`config.mk`:
```
export PLATFORM = sky130hd
export DESIGN_NAME = div16x8_seq_flat
export DESIGN_NICKNAME = d
export VERILOG_FILES = /design/src/rtl/div16x8_seq_if.sv /design/src/rtl/div16x8_seq.sv /design/src/flat_wrapper.sv
export SDC_FILE = /design/constraint.sdc
export NUM_CORES = 1
export LEC_CHECK = 0
export ABC_AREA = 1
export CAP_MARGIN = 40
export CORE_UTILIZATION = 58
export DETAILED_ROUTE_END_ITERATION = 7
export PLACE_DENSITY = 0.86
export SLEW_MARGIN = 25
export SYNTH_ARGS = -nofsm -noshare
export SYNTH_HDL_FRONTEND = slang
export SYNTH_SLANG_ARGS = --single-unit
```
`constraint.sdc`:
```
create_clock -name clk -period 2.9 [get_ports clk]
set_clock_uncertainty 0.1 [all_clocks]
set_input_delay 0.435 -clock clk [delete_from_list [all_inputs] [get_ports clk]]
set_output_delay 0.435 -clock clk [all_outputs]
set_load 0.05 [all_outputs]
```
`src/rtl/div16x8_seq_if.sv`:
```
// Request/result bundle for the 16/8 sequential divider.
// The requester drives start and the operands; the divider drives results and status.
interface div16x8_seq_if;
  logic        start;
  logic [15:0] dividend;
  logic [7:0]  divisor;
  logic [7:0]  quotient;
  logic [7:0]  remainder;
  logic        done_flag;
  logic        busy;
  logic        div_by_zero;
  logic        overflow;

  modport master (
    output start, dividend, divisor,
    input  quotient, remainder, done_flag, busy, div_by_zero, overflow
  );

  modport slave (
    input  start, dividend, divisor,
    output quotient, remainder, done_flag, busy, div_by_zero, overflow
  );
endinterface

```
`src/rtl/div16x8_seq.sv`:
```
// Restoring 16/8 unsigned divider, one quotient bit per cycle; done 9 cycles after accept (1 on error).
// No backpressure: start is sampled only in IDLE and dropped while busy; results hold until the next load.
module div16x8_seq (
  input logic          clk,
  input logic          reset_a,
  div16x8_seq_if.slave bus
);

  localparam logic [1:0] IDLE = 2'd0;
  localparam logic [1:0] CALC = 2'd1;
  localparam logic [1:0] DONE = 2'd2;

  logic [1:0] state_q, state_d;
  logic [2:0] cnt_q, cnt_d;
  logic [7:0] divisor_q, divisor_d;
  logic [7:0] rem_q, rem_d;
  logic [7:0] shreg_q, shreg_d;
  logic [7:0] quotient_q, quotient_d;
  logic [7:0] remainder_q, remainder_d;
  logic       dbz_q, dbz_d;
  logic       ovf_q, ovf_d;

  logic [8:0] shifted;
  logic       trial_ok;

  // The partial remainder stays below the divisor, so its 9th bit only exists transiently in shifted.
  always_comb begin
    shifted     = {rem_q, shreg_q[7]};
    trial_ok    = (shifted >= {1'b0, divisor_q});
    state_d     = state_q;
    cnt_d       = cnt_q;
    divisor_d   = divisor_q;
    rem_d       = rem_q;
    shreg_d     = shreg_q;
    quotient_d  = quotient_q;
    remainder_d = remainder_q;
    dbz_d       = dbz_q;
    ovf_d       = ovf_q;

    case (state_q)
      IDLE: begin
        if (bus.start) begin
          divisor_d = bus.divisor;
          dbz_d     = 1'b0;
          ovf_d     = 1'b0;
          if (bus.divisor == 8'h00) begin
            state_d     = DONE;
            dbz_d       = 1'b1;
            quotient_d  = 8'hFF;
            remainder_d = 8'h00;
          end else if (bus.dividend[15:8] >= bus.divisor) begin
            state_d     = DONE;
            ovf_d       = 1'b1;
            quotient_d  = 8'hFF;
            remainder_d = 8'h00;
          end else begin
            state_d = CALC;
            cnt_d   = 3'd0;
            rem_d   = bus.dividend[15:8];
            shreg_d = bus.dividend[7:0];
          end
        end
      end
      CALC: begin
        // Quotient bits shift into the vacated low end of the dividend register.
        rem_d   = trial_ok ? 8'(shifted - {1'b0, divisor_q}) : shifted[7:0];
        shreg_d = {shreg_q[6:0], trial_ok};
        cnt_d   = cnt_q + 3'd1;
        if (cnt_q == 3'd7) begin
          state_d     = DONE;
          quotient_d  = shreg_d;
          remainder_d = rem_d;
        end
      end
      DONE:    state_d = IDLE;
      default: state_d = IDLE;
    endcase
  end

  always_ff @(posedge clk or posedge reset_a) begin
    if (reset_a) begin
      state_q     <= IDLE;
      cnt_q       <= 3'd0;
      divisor_q   <= 8'h00;
      rem_q       <= 8'h00;
      shreg_q     <= 8'h00;
      quotient_q  <= 8'h00;
      remainder_q <= 8'h00;
      dbz_q       <= 1'b0;
      ovf_q       <= 1'b0;
    end else begin
      state_q     <= state_d;
      cnt_q       <= cnt_d;
      divisor_q   <= divisor_d;
      rem_q       <= rem_d;
      shreg_q     <= shreg_d;
      quotient_q  <= quotient_d;
      remainder_q <= remainder_d;
      dbz_q       <= dbz_d;
      ovf_q       <= ovf_d;
    end
  end

  assign bus.quotient    = quotient_q;
  assign bus.remainder   = remainder_q;
  assign bus.done_flag   = (state_q == DONE);
  assign bus.busy        = (state_q != IDLE);
  assign bus.div_by_zero = dbz_q;
  assign bus.overflow    = ovf_q;

endmodule
```
`src/flat_wrapper.sv`:
```
// flat-port wrapper written by rule: the top's interface ports become plain ports
module div16x8_seq_flat 
  (clk, reset_a, bus_start, bus_dividend, bus_divisor, bus_quotient, bus_remainder, bus_done_flag, bus_busy, bus_div_by_zero, bus_overflow);
  div16x8_seq_if bus_i ();
  input logic clk;
  input logic reset_a;
  input wire logic [$bits(bus_i.start)-1:0] bus_start;
  input wire logic [$bits(bus_i.dividend)-1:0] bus_dividend;
  input wire logic [$bits(bus_i.divisor)-1:0] bus_divisor;
  output wire logic [$bits(bus_i.quotient)-1:0] bus_quotient;
  output wire logic [$bits(bus_i.remainder)-1:0] bus_remainder;
  output wire logic [$bits(bus_i.done_flag)-1:0] bus_done_flag;
  output wire logic [$bits(bus_i.busy)-1:0] bus_busy;
  output wire logic [$bits(bus_i.div_by_zero)-1:0] bus_div_by_zero;
  output wire logic [$bits(bus_i.overflow)-1:0] bus_overflow;
  assign bus_i.start = bus_start;
  assign bus_i.dividend = bus_dividend;
  assign bus_i.divisor = bus_divisor;
  assign bus_quotient = bus_i.quotient;
  assign bus_remainder = bus_i.remainder;
  assign bus_done_flag = bus_i.done_flag;
  assign bus_busy = bus_i.busy;
  assign bus_div_by_zero = bus_i.div_by_zero;
  assign bus_overflow = bus_i.overflow;
  div16x8_seq u_core (.clk(clk), .reset_a(reset_a), .bus(bus_i));
endmodule
```
==> flow_metrics.tcl, run 1 <==
set metrics [dict create \
    cts_hold_buf 0 \
    utilization 0.7417 \
    grt.overflow.total 0 \
    rsz0062_at_grt "no" \
    drv_slew 0 \
    crit_fanout 4 \
    placed_cell_area_um2 3388 \
    finalCritPeriodShare 0.7933 \
    worst_pin_slew_ps 513.0 \
    grt_max_degree 28 \
    p_leak_uw 0.001873 \
    fmax_mhz 434.7 \
    yosys.area_share.adder 0.08593 \
    clock_sinks 47 \
    cp-start-kind "flip-flop" \
    slew_headroom 0.6570 \
    vias_per_cell 5.356 \
    gp_congestion 0.9049 \
    diodes 0 \
    netlist_instances 383 \
    synth_cell_types 32 \
    port_buffers 46 \
    first_pass_iters 8 \
    synth_top_family_by_area "simple AND/OR/NAND/NOR gates" \
    crit_start "u_core.state_q[1]" \
    drc 0 \
    cts_resized 0 \
    grt_pass1_vias 2368 \
    min_path_type "input pin to async pin" \
    synthXorXnorAreaFrac 0.006138 \
    cpMaxStageDelayCell "clkdlybuf4s50_1" \
    dieArea_um2 5205 \
    status "complete, no violations" \
    boundaryPins 47 \
    wl_per_cell_um 13.28 \
    hpwl_mm 5.071 \
    core_area_um2 4723 \
    avgSynthCellArea_um2 7.452 \
    required_ps 2370 \
    r2r_slack_ps 770 \
    fin_crit_ps 2301 \
    clk_latency_ps 300 \
    final_area_um2 3503 \
    cp.arrival_ps 1770 \
    endpoint "bus_busy" \
    syn-num-nets 429 \
    clkTransAtPathRegs_ps 90 \
    regToRegEndpoint "u_core.bus.remainder[4]" \
    numCtsBuffers 5 \
    cp.buffers_inverters 2 \
    cts_root_buffer "clkbuf_8" \
    seq_area_frac_synth 0.4121 \
    cts_setup_buffers 0 \
    finalSetupTns_ps 0 \
    p_per_area_nw_per_um2 1279 \
    power.total_uw 4480 \
    synth_compound_area_frac 0.07234 \
    drtIter0Drc 197 \
    cts_tree "yes" \
    start_util 0.6042 \
    gr-usage-all-layers 0.2722 \
    maxCapViolations 0 \
    ys_warn_count 0 \
    row_count 25 \
    hold_viol_final 0 \
    ff2ff_path_depth 12 \
    die_x_um 72.15 \
    r2r-start "u_core.shreg_q[7]" \
    ys_ff_latch 47 \
    cp_slowest_stage_delay_ps 810 \
    crit_type "flip-flop to primary output" \
    drive_gt1_frac 0.08545 \
    path_depth 3 \
    grt_pass1_wl_mm 10.83 \
    synth_simple_gate_area_frac 0.3428 \
    ir_drop_uv 929.2 \
    synth_mux_area_frac 0.003507 \
    path_cells "nor2_2 > inv_4 > clkdlybuf4s50_1" \
    syn_to_final_growth_pct 22.75 \
    fin_nets 478 \
    die_h_um 72.15 \
    worstSetupEndpointType "primary output" \
    wl_mm 6.642 \
    htreeDepth 2 \
    antenna_found_initial 0 \
    fillers 363 \
    syn-cell-area_um2 2854 \
    ant_nets 0 \
    clock_path_buffers 2 \
    setup-violations-final 0 \
    path_delay_family "buffers and inverters" \
    vias 2678 \
]
## cells by family (layout without fill, tap and decap cells)
family	after synthesis	count (layout)
mux	1	1
xor+xnor	2	2
compound gates	36	36
flops	47	47
fa+ha+maj	19	19
buf+inv	52	102
simple gates	226	226
## per-stage QoR
| stage | std cells | setup slack, ps | hold slack, ps |
|---|---|---|---|
| 6_report | 500 | 599.5 | 288.4 |
| 4_1_cts | 500 | 593.1 | 289.5 |
| 3_3_place_gp | 492 | 365.8 | 363.0 |
| 5_1_grt | 500 | 452.6 | 303.3 |
| 3_5_place_dp | 492 | 291.7 | 366.0 |
| 2_1_floorplan | 383 | 981.5 | 345.9 |
## area by class of cell
| type | count | area, um^2 | share of cell area |
|---|---|---|---|
| inverters | 44 | 167.7 | 0.04786 |
| clock inverters | 3 | 46.29 | 0.01321 |
| clock buffers | 5 | 68.82 | 0.01964 |
| well taps | 67 | 83.83 | 0.02393 |
| multi-input cells | 284 | 1458 | 0.4161 |
| repair buffers | 50 | 503.0 | 0.1436 |
| flip-flops and latches | 47 | 1176 | 0.3357 |
## Yosys cell counts
cell,number,area share
a21o_1,1,0.0026
a21oi_1,6,0.011
buf_4,2,0.0053
buf_6,2,0.0079
clkbuf_1,4,0.0053
dfrtp_1,47,0.41
fa_1,1,0.0070
ha_1,18,0.079
inv_1,38,0.050
inv_2,5,0.0066
inv_4,1,0.0022
mux2i_1,1,0.0035
nand2_1,157,0.21
nand2_2,1,0.0022
nand3_1,27,0.047
nand3_2,1,0.0035
nand4_1,11,0.024
nand4_2,2,0.0088
nor2_1,13,0.017
nor2_2,3,0.0066
nor2_4,2,0.0079
nor3_1,2,0.0035
o21a_1,1,0.0026
o21ai_0,16,0.028
o21ai_1,8,0.014
o21ai_2,1,0.0031
o21bai_1,1,0.0026
o21bai_4,1,0.0066
o22ai_1,1,0.0022
or2_2,7,0.015
xnor2_1,1,0.0031
xor2_1,1,0.0031
## cells in the final DEF, fill, tap and decap left out, drive strengths merged
| cell | synthesis | routed |
|---|---|---|
| a21o | 1 | 1 |
| a21oi | 6 | 6 |
| buf | 4 | 4 |
| bufinv | 0 | 1 |
| clkbuf | 4 | 5 |
| clkdlybuf4s50 | 0 | 46 |
| clkinvlp | 0 | 1 |
| dfrtp | 47 | 47 |
| fa | 1 | 1 |
| ha | 18 | 18 |
| inv | 44 | 45 |
| mux2i | 1 | 1 |
| nand2 | 158 | 158 |
| nand3 | 28 | 28 |
| nand4 | 13 | 13 |
| nor2 | 18 | 18 |
| nor3 | 2 | 2 |
| o21a | 1 | 1 |
| o21ai | 25 | 25 |
| o21bai | 2 | 2 |
| o22ai | 1 | 1 |
| or2 | 7 | 7 |
| xnor2 | 1 | 1 |
| xor2 | 1 | 1 |
## power breakdown
group / total, uW / internal [uW] / switching, uW
logic: 2820 / 967 / 1860
registers: 1170 / 958 / 207
clock network: 491 / 260 / 232
total: 4480 / 2190 / 2290
## worst min path at each step
stage                                       start                       to  slack [ps]  cells past startpoint
after global placement    u_core.bus.remainder[5]  u_core.bus.remainder[5]         360                      2
after floorplan                   u_core.cnt_q[1]          u_core.cnt_q[1]         350                      2
final                                     reset_a        u_core.shreg_q[1]         290                      2
after CTS                                 reset_a        u_core.shreg_q[1]         290                      2
after detailed placement  u_core.bus.remainder[7]  u_core.bus.remainder[7]         370                      2
after global routing                      reset_a   u_core.bus.quotient[1]         300                      2
## layer usage
| layer | up-vias | GRT usage | part of all wire |
|---|---|---|---|
| li1 | 1326 | - | - |
| met5 | - | 0 | 0 |
| met2 | 95 | 0.4725 | 0.49 |
| met3 | 20 | 0.04167 | 0.046 |
| met4 | 0 | 0.07190 | 0.025 |
| met1 | 1237 | 0.3566 | 0.44 |
## flip-flops by register name, summed over array words and instances (netlist names)
register / cells
u_core.bus.div_by_zero: 1
u_core.bus.overflow: 1
u_core.bus.quotient: 8
u_core.bus.remainder: 8
u_core.cnt_q: 3
u_core.divisor_q: 8
u_core.rem_q: 8
u_core.shreg_q: 8
u_core.state_q: 2
Note: power is estimated with default switching activity, not from simulation.
==> inputs of run 2 (changes only) <==
--- a/config.mk
+++ b/config.mk
@@ -7,9 +7,9 @@
 export LEC_CHECK = 0
 export ABC_AREA = 1
 export CAP_MARGIN = 40
-export CORE_UTILIZATION = 58
+export CORE_UTILIZATION = 48
 export DETAILED_ROUTE_END_ITERATION = 7
-export PLACE_DENSITY = 0.86
+export PLACE_DENSITY = 0.76
 export SLEW_MARGIN = 25
 export SYNTH_ARGS = -nofsm -noshare
 export SYNTH_HDL_FRONTEND = slang
==> constraint.sdc (replaced) <==
create_clock -name clk -period 2 [get_ports clk]
set_clock_uncertainty 0.1 [all_clocks]
set_input_delay 0.3 -clock clk [delete_from_list [all_inputs] [get_ports clk]]
set_output_delay 0.3 -clock clk [all_outputs]
set_load 0.05 [all_outputs]
==> run 2 against run 1 <==
- sequential power rose by 47%
- register-to-register slack got worse by 760 ps
- sequential share of layout area fell by 5.2 points
- clock-buffer cell count did not move
- first-iteration DRC count rose by 51%
- wire length rose by 25%
- power rose by 78%
- flip-flop and latch count did not move
- final cell count rose by 7.6%
- die area rose by 20%
- non-clock buffer count rose by 31
- critical path type is now flip-flop to flip-flop
- largest cell class unchanged
- highest routed layer unchanged
==> flow_metrics.tcl, run 2 (synthesis gave the netlist of run 1 again) <==
set metrics [dict create \
    status "complete, no violations" \
    fin_crit_ps 1986 \
    start_util 0.5089 \
    p_leak_uw 0.002129 \
    hold_viol_final 0 \
    seqCellArea_um2 1176 \
    wl_mm 8.301 \
    drv_slew 0 \
    htreeDepth 2 \
    slew_headroom 0.6672 \
    ant_nets 0 \
    drtIter0Drc 297 \
    antenna_found_initial 0 \
    clk_latency_ps 300 \
    cp-start-kind "flip-flop" \
    rsz0062_at_grt "yes" \
    row_count 27 \
    multi_input_area_um2 1768 \
    clock_path_buffers 2 \
    cp_slowest_stage_delay_ps 420 \
    grt_max_degree 48 \
    final_area_um2 4146 \
    cpMaxStageDelayCell "dfrtp_1" \
    placed_cell_area_um2 3570 \
    fin_nets 512 \
    port_buffers 46 \
    core_area_um2 5608 \
    dieArea_um2 6258 \
    numCtsBuffers 5 \
    hpwl_mm 5.156 \
    maxCapViolations 0 \
    fillers 406 \
    clkTransAtPathRegs_ps 90 \
    gp_congestion 0.8782 \
    crit_type "flip-flop to flip-flop" \
    path_cells "ha_1 > nand2_2 > inv_1 > nand2_2 > nand2_1 > nand2_2 > nand4_4 > nand3_2 > nand3_2 > nand2_1 > nand2_1" \
    setup-violations-final 0 \
    boundaryPins 47 \
    r2r_slack_ps 10 \
    vias_per_cell 5.387 \
    drc 0 \
    dp_slack_ps -394.8 \
    path_delay_family "simple AND/OR/NAND/NOR gates" \
    gr-usage-all-layers 0.2596 \
    grt_pass1_wl_mm 12.67 \
    instances_no_fill 538 \
    first_pass_iters 5 \
    worstSetupEndpointType "flip-flop" \
    cp.buffers_inverters 1 \
    syn_to_final_growth_pct 45.29 \
    cp.arrival_ps 2080 \
    mostFrequentLayoutCell "nand2_1" \
    cts_hold_buf 0 \
    grt.overflow.total 0 \
    die_x_um 79.11 \
    min_path_type "input pin to flip-flop" \
    diodes 0 \
    fmax_mhz 503.6 \
    worst_pin_slew_ps 497.6 \
    cts_root_buffer "clkbuf_8" \
    required_ps 2090 \
    drive_gt1_frac 0.2618 \
    cts_tree "yes" \
    ir_drop_uv 985.9 \
    vias 2898 \
    grt_pass1_vias 2787 \
    wl_per_cell_um 15.43 \
    place_inst 516 \
    p_per_area_nw_per_um2 1927 \
    crit_fanout 5 \
    final_cell_mix "148 x nand2_1, 47 x dfrtp_1, 28 x inv_1, 28 x clkdlybuf4s50_1, 26 x buf_4" \
    worst_slack_ps 14.36 \
    clock_sinks 47 \
    finalCritPeriodShare 0.9928 \
    die_h_um 79.11 \
]
## run 2: cell types whose count changed in the layout (fill, tap and decap cells not counted), moves of 10 or more
cell and delta:
buf_4 +23, dlygate4sd2_1 +13, ha_1 -12, nand3_1 -10
clkdlybuf4s50_1 -18
## run 2: worst paths after layout
check	startpoint	to	cells after the start
max	u_core.rem_q[2]	u_core.rem_q[4]	11
min	bus_divisor[0]	u_core.divisor_q[0]	3
max reg2reg	u_core.rem_q[2]	u_core.rem_q[4]	11
min in group asynchronous	reset_a	u_core.bus.quotient[6]	3
min reg2reg	u_core.cnt_q[1]	u_core.cnt_q[1]	2
max in group asynchronous	reset_a	u_core.divisor_q[5]	3
## run 2: area by class of cell
class | instances | area share
inverter | 44 | 0.04104
clock buffer | 5 | 0.01660
clock inverter | 2 | 0.009052
sequential | 47 | 0.2836
timing repair buffer | 81 | 0.2016
tap | 72 | 0.02173
multi-input combinational | 287 | 0.4264
## run 2: layer usage
layer  global-route usage  up-vias  wire [um]
li1                     -     1390          -
met1               0.3331     1359       3413
met2               0.4517      122       4231
met3              0.03333       27        440
met4              0.08364        0        216
met5                    0        -          0
## run 2: stage by stage
stage	hold WS, ps	setup TNS, ps	power [uW]	utilization
floorplan	345.9	0	4708	-
global placement	359.3	-11430	5830	0.6365
detailed placement	367.4	-12470	5950	0.6365
CTS	269.4	0	7126	0.6928
global route	276.6	-659.8	8529	0.7394
finish	254.8	0	7992	0.7394
## run 2: what timing repair did
action,4_1_cts,5_1_grt
setup buffers,6,4
gates resized for setup,35,48
gates cloned,2,3
pin swaps,13,21
endpoints found under the setup margin,32,35
## run 2: worst register-to-register path, stage by stage, from the launching register on
cell and delay [ps]:
dfrtp_1 420, ha_1 370, nand2_2 120, inv_1 60, nand2_2 90, nand2_1 70, nand2_2 110, nand4_4 170
nand3_2 160, nand3_2 90, nand2_1 70, nand2_1 50
## run 2: where the power goes
group / total, uW / switching [uW] / internal (uW)
Sequential: 1720 / 328 / 1390
Clock: 698 / 332 / 366
Combinational: 5580 / 3390 / 2190
==> inputs of run 3 (changes only) <==
--- a/config.mk
+++ b/config.mk
@@ -7,9 +7,8 @@
 export LEC_CHECK = 0
 export ABC_AREA = 1
 export CAP_MARGIN = 40
-export CORE_UTILIZATION = 48
+export CORE_UTILIZATION = 30
 export DETAILED_ROUTE_END_ITERATION = 7
-export PLACE_DENSITY = 0.76
 export SLEW_MARGIN = 25
 export SYNTH_ARGS = -nofsm -noshare
 export SYNTH_HDL_FRONTEND = slang
==> run 3 against run 2 <==
- register-to-register slack hardly changed
- first-iteration DRC count down 41%
- utilization fell by 26 points
- hold slack worse by 15 ps
- sequential share of layout area decreased by 1.6 points
- worst setup slack gained 11 ps
- largest cell class unchanged
- largest power group unchanged
==> flow_metrics.tcl, run 3 (synthesis gave the netlist of run 1 again) <==
set metrics [dict create \
    worst_slack_ps 25.42 \
    grt_use_met1 0.2230 \
    hold_viol_final 0 \
    ir_drop_uv 774.8 \
    clock_sinks 47 \
    p_leak_uw 0.002227 \
    worstSetupEndpointType "flip-flop" \
    grt_max_degree 48 \
    diodes 0 \
    final_area_um2 4398 \
    cts_root_buffer "clkbuf_8" \
    fin_nets 533 \
    drtIter0Drc 176 \
    gp_congestion 0.9259 \
    finalCritPeriodShare 0.9873 \
    port_buffers 46 \
    wl_mm 8.395 \
    boundaryPins 47 \
    maxCapViolations 0 \
    place_inst 581 \
    gr-usage-all-layers 0.1670 \
    wl_per_cell_um 13.61 \
    min_path_type "input pin to async pin" \
    numCtsBuffers 5 \
    die_x_um 99.54 \
    cp.arrival_ps 2080 \
    clk_latency_ps 310 \
    htreeDepth 2 \
    slew_headroom 0.6647 \
    drive_gt1_frac 0.2992 \
    clkTransAtPathRegs_ps 100 \
    use_met3 0.02108 \
    grt_pass1_wl_mm 13.20 \
    start_util 0.3089 \
    hpwl_mm 5.444 \
    required_ps 2100 \
    worst_pin_slew_ps 501.4 \
    p_per_area_nw_per_um2 1872 \
    crit_type "flip-flop to flip-flop" \
    fin_crit_ps 1975 \
    mostFrequentLayoutCell "nand2_1" \
    ant_nets 0 \
    vias_per_cell 4.729 \
    busiest_layer "met2" \
    first_pass_iters 5 \
    dieArea_um2 9907 \
    fmax_mhz 506.4 \
    drv_slew 0 \
    row_count 35 \
    grt.overflow.total 0 \
    core_area_um2 9240 \
    grt_pass1_vias 2825 \
    dp_slack_ps -383.8 \
    vias 2918 \
    placed_cell_area_um2 3689 \
    setup-violations-final 0 \
    final_cell_mix "147 x nand2_1, 48 x buf_4, 46 x dfrtp_1" \
    antenna_found_initial 0 \
    syn_to_final_growth_pct 54.10 \
    clock_path_buffers 2 \
    drc 0 \
    status "complete, no violations" \
    instances_no_fill 617 \
    die_h_um 99.54 \
    cp-start-kind "flip-flop" \
    cts_tree "yes" \
    rsz0062_at_grt "yes" \
    grt_use_met2 0.2762 \
    crit_fanout 9 \
]
[run 3: cell types whose count changed in the layout (fill, tap and decap cells not counted), sizes merged]
| cell | previous run | this run |
|---|---|---|
| buf | 37 | 59 |
| clkinv | 0 | 1 |
| dlygate4sd2 | 13 | 14 |
| inv | 44 | 45 |
| nor2 | 19 | 18 |
| clkinvlp | 1 | 0 |
| dlymetal6s2s | 3 | 2 |
[run 3: power by group]
part / total (uW) / leakage [uW] / internal [uW] / switching [uW]
Combinational: 5790 / 0.00158 / 2390 / 3400
Sequential: 1710 / 0.000584 / 1390 / 318
Clock: 735 / 0.0000587 / 379 / 356
[run 3: repair_timing]
| action | in CTS | in global routing |
|---|---|---|
| pin swaps | 14 | 17 |
| resized for setup | 39 | 45 |
| endpoints found under the setup margin | 25 | 35 |
| buffers inserted | 19 | 6 |
| gates cloned | 2 | 2 |
| hold buffers | 0 | 0 |
| hold endpoints to repair | 0 | 0 |
[run 3: area by class of cell]
class | count | area, um^2
flip-flops and latches | 47 | 1177
clock inverters | 3 | 47.55
well taps | 129 | 161.4
clock buffers | 5 | 68.82
repair buffers | 103 | 988.4
fillers | 879 | 4842
inverters | 44 | 167.7
multi-input cells | 286 | 1787
[run 3: worst max-delay path, cell delays in order, from the launching register on]
cell and delay, ps:
dfrtp_1 450, ha_4 320, nand2_1 100, nor2_4 140, nand3_4 130, inv_1 90, nor2_2 40, buf_6 130
nand4_1 130, nand3_1 100, nand2_1 80, nand2_1 50
[run 3: path summary, 6_finish.rpt]
| path | start | end | slack (ps) | cells after the start |
|---|---|---|---|---|
| worst min register to register | u_core.bus.quotient[2] | u_core.bus.quotient[2] | 390 | 2 |
| worst min-delay path | reset_a | u_core.shreg_q[5] | 240 | 3 |
| max in group asynchronous | reset_a | u_core.rem_q[0] | 1330 | 3 |
| worst max-delay path | u_core.rem_q[3] | u_core.rem_q[1] | 30 | 11 |
| min in group clk | bus_divisor[0] | u_core.divisor_q[0] | 240 | 3 |
| worst max register to register | u_core.rem_q[3] | u_core.rem_q[1] | 30 | 11 |
[run 3: routing by layer]
metal,part of all wire,vias up
li1,-,1440
met1,0.46,1378
met2,0.48,82
met3,0.041,18
met4,0.023,0
met5,0,-
[run 3: through the flow]
step | setup TNS (ps) | hold slack [ps] | power [uW] | util
2_1_floorplan | 0 | 345.9 | 4708 | -
3_3_place_gp | -10710 | 359.7 | 6059 | 0.3992
3_5_place_dp | -12030 | 370.4 | 6137 | 0.3992
4_1_cts | 0 | 248.7 | 7418 | 0.4479
5_1_grt | -382.3 | 251.0 | 8840 | 0.4760
6_report | 0 | 239.9 | 8233 | 0.4760
